**src/rtl/pll_seq_pkg.sv**
```systemverilog
// Shared definitions for the PLL reset sequencer.
//
// Contents:
//   state_t        - sequencer FSM states. The encoding is visible on state_o,
//                    so it must stay fixed: 0..4 = PLL_RESET .. RUN.
//   seq_cnt_width  - width of the shared cycle counter. The counter must hold
//                    the longest span it is ever compared against.

package pll_seq_pkg;

    typedef enum logic [2:0] {
        PLL_RESET = 3'd0,
        WAIT_LOCK = 3'd1,
        STABILIZE = 3'd2,
        RELEASE   = 3'd3,
        RUN       = 3'd4
    } state_t;

    // Counter width: $clog2 of the largest span, plus one bit of headroom.
    function automatic int seq_cnt_width(input int timeout_span,
                                         input int stable_span,
                                         input int reset_span,
                                         input int stagger_span);
        int m;
        m = timeout_span;
        if (stable_span > m) begin
            m = stable_span;
        end
        if (reset_span > m) begin
            m = reset_span;
        end
        if (stagger_span > m) begin
            m = stagger_span;
        end
        return $clog2(m) + 1;
    endfunction

endpackage

```
**src/rtl/sync_bit.sv**
```systemverilog
// Multi-flop synchroniser for a single, slowly changing status bit that is
// asynchronous to clk (PLL lock, transceiver ready, and similar).
//
// Ports:
//   clk    - destination clock
//   rst_n  - asynchronous active-low reset; the whole chain clears to 0
//   d      - asynchronous input bit
//   q      - d delayed by STAGES clk edges
//
// Only single-bit level signals belong here. Multi-bit buses need a
// handshake or a gray-coded crossing instead.

module sync_bit #(
    parameter int STAGES = 2
) (
    input  logic clk,
    input  logic rst_n,
    input  logic d,
    output logic q
);

    logic [STAGES-1:0] sync_reg;

    always_ff @(posedge clk or negedge rst_n) begin
        if (!rst_n) begin
            sync_reg <= '0;
        end else begin
            sync_reg <= {sync_reg[STAGES-2:0], d};
        end
    end

    assign q = sync_reg[STAGES-1];

endmodule

```
**src/rtl/pll_reset_sequencer.sv**
```systemverilog
// PLL supervisor and staggered domain reset release.
//
// Behaviour:
//   - Pulses pll_rst at start-up and again after every lock timeout.
//   - Waits until the synchronised lock indication has been stable.
//   - Releases the domain resets one by one, bit 0 first.
//   - Drops every domain reset at once if lock is lost.
//
// Ports:
//   clk              - free-running reference clock (not a PLL output)
//   rst_n            - asynchronous active-low reset
//   pll_locked_async - raw PLL LOCK pin, asynchronous to clk
//   clear_err        - synchronous pulse; clears timeout_err and relock_count
//   pll_rst          - active-high PLL reset
//   domain_rst_n     - active-low domain resets, released in ascending order
//   all_ready        - high only while in RUN
//   timeout_err      - sticky flag, set on any lock timeout
//   relock_count     - saturating count of lock losses after release began
//   state_o          - FSM state, for debug/LEDs

module pll_reset_sequencer
    import pll_seq_pkg::*;
#(
    parameter int NUM_DOMAINS         = 2,
    parameter int SYNC_STAGES         = 2,
    parameter int PLL_RST_CYCLES      = 16,
    parameter int LOCK_TIMEOUT_CYCLES = 65536,
    parameter int LOCK_STABLE_CYCLES  = 1024,
    parameter int STAGGER_CYCLES      = 8,
    parameter int CNT_W               = 8
) (
    input  logic                   clk,
    input  logic                   rst_n,
    input  logic                   pll_locked_async,
    input  logic                   clear_err,
    output logic                   pll_rst,
    output logic [NUM_DOMAINS-1:0] domain_rst_n,
    output logic                   all_ready,
    output logic                   timeout_err,
    output logic [CNT_W-1:0]       relock_count,
    output logic [2:0]             state_o
);

    localparam int STAGGER_SPAN = STAGGER_CYCLES * (NUM_DOMAINS - 1) + 1;
    localparam int CW = seq_cnt_width(LOCK_TIMEOUT_CYCLES, LOCK_STABLE_CYCLES,
                                      PLL_RST_CYCLES, STAGGER_SPAN);

    logic                   locked_s;
    state_t                 state_reg, state_next;
    logic [CW-1:0]          cnt_reg, cnt_next;
    logic [NUM_DOMAINS-1:0] dom_reg, dom_next;
    logic                   pll_rst_reg, all_ready_reg;
    logic                   terr_reg, terr_next;
    logic [CNT_W-1:0]       relock_reg, relock_next;
    logic [NUM_DOMAINS-1:0] rel_hit;
    logic                   lock_lost;

    sync_bit #(
        .STAGES (SYNC_STAGES)
    ) u_lock_sync (
        .clk   (clk),
        .rst_n (rst_n),
        .d     (pll_locked_async),
        .q     (locked_s)
    );

    // rel_hit[i] is high in the RELEASE cycle whose edge releases domain i.
    generate
        for (genvar gi = 0; gi < NUM_DOMAINS; gi++) begin : g_rel
            localparam logic [CW-1:0] REL_AT = CW'(gi * STAGGER_CYCLES);
            assign rel_hit[gi] = (cnt_reg == REL_AT);
        end
    endgenerate

    always_comb begin
        state_next  = state_reg;
        cnt_next    = cnt_reg + 1'b1;
        dom_next    = '0;
        terr_next   = terr_reg;
        relock_next = relock_reg;
        lock_lost   = 1'b0;

        case (state_reg)
            PLL_RESET: begin
                if (cnt_reg == CW'(PLL_RST_CYCLES - 1)) begin
                    state_next = WAIT_LOCK;
                end
            end
            WAIT_LOCK: begin
                // A lock seen in the final cycle still wins over the timeout.
                if (locked_s) begin
                    state_next = STABILIZE;
                end else if (cnt_reg == CW'(LOCK_TIMEOUT_CYCLES - 1)) begin
                    state_next = PLL_RESET;
                    terr_next  = 1'b1;
                end
            end
            STABILIZE: begin
                if (!locked_s) begin
                    state_next = WAIT_LOCK;
                end else if (cnt_reg == CW'(LOCK_STABLE_CYCLES - 1)) begin
                    state_next = RELEASE;
                end
            end
            RELEASE: begin
                if (!locked_s) begin
                    lock_lost = 1'b1;
                end else begin
                    dom_next = dom_reg | rel_hit;
                    if (rel_hit[NUM_DOMAINS-1]) begin
                        state_next = RUN;
                    end
                end
            end
            RUN: begin
                // Hold the counter so that it never wraps in a long RUN.
                cnt_next = cnt_reg;
                if (!locked_s) begin
                    lock_lost = 1'b1;
                end else begin
                    dom_next = '1;
                end
            end
            default: begin
                state_next = PLL_RESET;
            end
        endcase

        if (lock_lost) begin
            state_next = WAIT_LOCK;
            dom_next   = '0;
            if (relock_reg != '1) begin
                relock_next = relock_reg + 1'b1;
            end
        end

        if (state_next != state_reg) begin
            cnt_next = '0;
        end

        if (clear_err) begin
            terr_next   = 1'b0;
            relock_next = '0;
        end
    end

    // pll_rst and all_ready are registered from state_next. Decoding them from
    // state_reg could glitch while several state bits change at once.
    always_ff @(posedge clk or negedge rst_n) begin
        if (!rst_n) begin
            state_reg     <= PLL_RESET;
            cnt_reg       <= '0;
            dom_reg       <= '0;
            pll_rst_reg   <= 1'b1;
            all_ready_reg <= 1'b0;
            terr_reg      <= 1'b0;
            relock_reg    <= '0;
        end else begin
            state_reg     <= state_next;
            cnt_reg       <= cnt_next;
            dom_reg       <= dom_next;
            pll_rst_reg   <= (state_next == PLL_RESET);
            all_ready_reg <= (state_next == RUN);
            terr_reg      <= terr_next;
            relock_reg    <= relock_next;
        end
    end

    assign pll_rst      = pll_rst_reg;
    assign domain_rst_n = dom_reg;
    assign all_ready    = all_ready_reg;
    assign timeout_err  = terr_reg;
    assign relock_count = relock_reg;
    assign state_o      = state_reg;

endmodule

```
**config.mk**
```make
export PLATFORM = sky130hd
export DESIGN_NAME = pll_reset_sequencer
export DESIGN_NICKNAME = d
export VERILOG_FILES = /design/src/rtl/pll_seq_pkg.sv /design/src/rtl/sync_bit.sv /design/src/rtl/pll_reset_sequencer.sv
export SDC_FILE = /design/constraint.sdc
export NUM_CORES = 1
export LEC_CHECK = 0
export ABC_AREA = 0
export CAP_MARGIN = 15
export CORE_MARGIN = 2
export CORE_UTILIZATION = 40
export CTS_BUF_LIST = sky130_fd_sc_hd__clkbuf_2
export DETAILED_ROUTE_END_ITERATION = 8
export PLACE_DENSITY = 0.72
export SKIP_LAST_GASP = 1
export SYNTH_ARGS = -nofsm -noshare
export SYNTH_HDL_FRONTEND = slang
export SYNTH_SLANG_ARGS = --single-unit
```
**constraint.sdc**
```tcl
create_clock -name clk -period 6.32 [get_ports clk]
set_clock_uncertainty 0.15 [all_clocks]
set_input_delay 1.896 -clock clk [delete_from_list [all_inputs] [get_ports clk]]
set_output_delay 1.896 -clock clk [all_outputs]
set_load 0.03 [all_outputs]
```
==> impl_metrics.json <==
{
  "clock_sink_count": 35,
  "drt_first_pass_iters": 4,
  "clk_path_buf_depth": 2,
  "cp_max_fo": 13,
  "max_slew.worst_pin.slew_ns": 1.113,
  "syn_area_um2": 1938,
  "yosysTopAreaCellShare": 0.4390,
  "finalHoldWorstSlack_ns": 0.2196,
  "clock_tree_from_tritoncts": "built",
  "dpl.hpwl_um": 2572,
  "yosysUniqueCellTypes": 43,
  "hold_class": "register to register",
  "power_leakage_nw": 0.8967,
  "synth_top_cells_by_area": "sky130_fd_sc_hd__dfrtp_1, sky130_fd_sc_hd__xor2_1, sky130_fd_sc_hd__nor2_4",
  "dp_cells": 259,
  "synth_fp_nets": 203,
  "clock_latency_late_sink_ns": 0.38,
  "count_of_cells_resized_by_post_cts_repair": 0,
  "worst_case_vdd_ir_drop_v": 0.00009802,
  "cts.clk_slew.worst_paths_ns": 0.20,
  "dpl_worst_slack_ns": 3.004,
  "vias": 1409,
  "synthesized_area_per_cell_um2": 9.939,
  "worst_path_setup_slack_after_routing_ns": 2.559,
  "vias_per_cell": 5.277,
  "io_pins": 20,
  "final_antenna_net_count": 0,
  "floorplan.die_area_um2": 5418,
  "grt_antenna_before_repair": 0,
  "place.port_buffers": 19,
  "postCtsSetupRepairBufs": 0,
  "post_synth_inst_count": 195,
  "family_with_the_most_delay_on_the_worst_path": "buffers and inverters",
  "finalWorstPathRequiredPeriod_ns": 3.761,
  "starting_utilization_of_the_core_area": 0.4131,
  "die_w_um": 73.61,
  "max-slew-margin-rel": 0.2578,
  "globalplace.congestion": 0.8639,
  "1st_iter_drt_viols": 81,
  "start_kind": "register",
  "final_design_area_no_fill_um2": 2158,
  "cts.hold.buffers_added": 0,
  "tns_ns": 0,
  "grt_first_pass_wirelength_um": 6403,
  "ctsRootBufferMaster": "sky130_fd_sc_hd__clkbuf_2",
  "critical_path.cell_chain": "clkdlybuf4s50_1",
  "unrepaired_setup_endpoints_after_global_routing": "false",
  "yosysSeqAreaShare": 0.4526,
  "part_of_the_cycle_the_worst_path_needs": 0.5951,
  "maxCapViolCount": 0,
  "timing.critical_path.buf_inv": 1,
  "cp_data_required_time_ns": 4.27,
  "wl_um": 3609,
  "post_layout_nonfiller_instances": 267,
  "utilization": 0.4600,
  "largest_stage_delay_on_the_critical_path_ns": 0.74,
  "ratio_of_cells_with_drive_above_1_in_the_final_layout": 0.1080,
  "antenna_cells": 0,
  "fillCellCount": 454,
  "path_class": "register to output pin",
  "number_of_synthesized_register_bits": 35,
  "rows": 25,
  "status": "finished, final reports clean",
  "synth_top_area_cell": "sky130_fd_sc_hd__dfrtp_1",
  "cts_made_buffers": 5,
  "design_power_total_mw": 0.5461,
  "ff2ff_setup_slack_ns": 3.14,
  "setup_viol_count_final": 0,
  "cts-htree-levels": 2,
  "global_route.overflow_total": 0,
  "grt_use_total": 0.1546,
  "timing.final.max_slew_violations": 0,
  "largest_net_degree_at_the_start_of_global_routing": 36,
  "ys_warn_count": 0,
  "crit_slowest_cell": "sky130_fd_sc_hd__clkdlybuf4s50_1",
  "average_wire_per_standard_cell_um": 13.52,
  "final_nets": 220,
  "area.growth.synth_to_final_pct": 11.36,
  "endpoint_kind": "output pin",
  "max_freq_ghz": 0.2659,
  "timing.critical_path.arrival_ns": 1.72,
  "grt_pass1_vias": 1412,
  "largest_register_ff_count": 17,
  "floorplan.core_area_um2": 4692,
  "total_power_per_unit_cell_area_nw_per_um2": 253.0,
  "timing_hold_violations_final": 0,
  "total_drc_errors_in_the_routed_layout": 0,
  "placed_cell_area_um2": 2118,
  "die_y_um": 73.61
}
layout make-up:
| type | instances | area [µm²] | area share |
|---|---|---|---|
| Timing Repair Buffer | 19 | 185.2 | 0.08580 |
| Multi-Input combinational cell | 147 | 973.4 | 0.4510 |
| Clock buffer | 5 | 25.02 | 0.01159 |
| Inverter | 4 | 15.01 | 0.006957 |
| Sequential cell | 35 | 877.1 | 0.4064 |
| Clock inverter | 3 | 15.01 | 0.006957 |
| Tap cell | 54 | 67.56 | 0.03130 |
final timing paths:
check	to	startpoint	cells after the start
min reg2reg	u_lock_sync.sync_reg[1]	u_lock_sync.sync_reg[0]	0
max in group asynchronous	cnt_reg[15]	rst_n	1
max reg2reg	cnt_reg[2]	cnt_reg[6]	9
min	u_lock_sync.sync_reg[1]	u_lock_sync.sync_reg[0]	0
min in group asynchronous	state_o[0]	rst_n	1
max	state_o[0]	state_o[0]	1
kinds of logic after synthesis:
family | Yosys count | synth area share
xor+xnor | 21 | 0.09490
flops | 35 | 0.4526
compound gates | 19 | 0.06585
fa+ha+maj | 4 | 0.02582
simple gates | 101 | 0.3047
mux | 2 | 0.01097
buf+inv | 13 | 0.04518
Yosys cell counts, drive strengths merged:
cell and number:
nor2 35, nand2b 2, nor4 3, nor3b 2, mux2 1, ha 4
nand4b 2, a21boi 2, nor2b 4, a21o 1, a211o 1, a31oi 1
buf 8, or2b 1, inv 4, dfrtp 34, xnor2 6, and2 3
o31ai 1, nor3 3, mux2i 1, a21oi 7, nand3b 1, nor4b 1
nand4 11, nand2 14, xor2 15, nand3 12, a211oi 1, or3b 1
and3 2, dfstp 1, and4 4, o21ai 4, clkbuf 1, o221ai 1
routing by layer:
| layer | up-vias | share of wire | wire length, µm | global-route usage |
|---|---|---|---|---|
| met3 | 5 | 0.023 | 84 | 0.04938 |
| met1 | 681 | 0.47 | 1693 | 0.1905 |
| li1 | 708 | - | - | - |
| met4 | 0 | 0.018 | 65 | 0.06869 |
| met5 | - | 0 | 0 | 0 |
| met2 | 15 | 0.49 | 1765 | 0.2470 |
power breakdown:
group / internal, mW / switching (mW) / total [mW]
sequential: 0.246 / 0.0306 / 0.277
combinational: 0.0597 / 0.111 / 0.171
clock: 0.0247 / 0.0737 / 0.0984
total: 0.330 / 0.216 / 0.546
cells in the final DEF (no fill, tap or decap), types with 5 or more instances in the layout:
master                            Yosys  layout
sky130_fd_sc_hd__nand4_1             11      11
sky130_fd_sc_hd__nand2_1             13      13
sky130_fd_sc_hd__nand3_1             12      12
sky130_fd_sc_hd__clkbuf_2             0       5
sky130_fd_sc_hd__clkdlybuf4s50_1      0      18
sky130_fd_sc_hd__dfrtp_1             34      34
sky130_fd_sc_hd__a21oi_1              7       7
sky130_fd_sc_hd__xnor2_1              6       6
sky130_fd_sc_hd__nor2_1              25      25
sky130_fd_sc_hd__nor2_4               9       9
sky130_fd_sc_hd__xor2_1              15      15
Note: power is estimated with default switching activity, not from simulation.
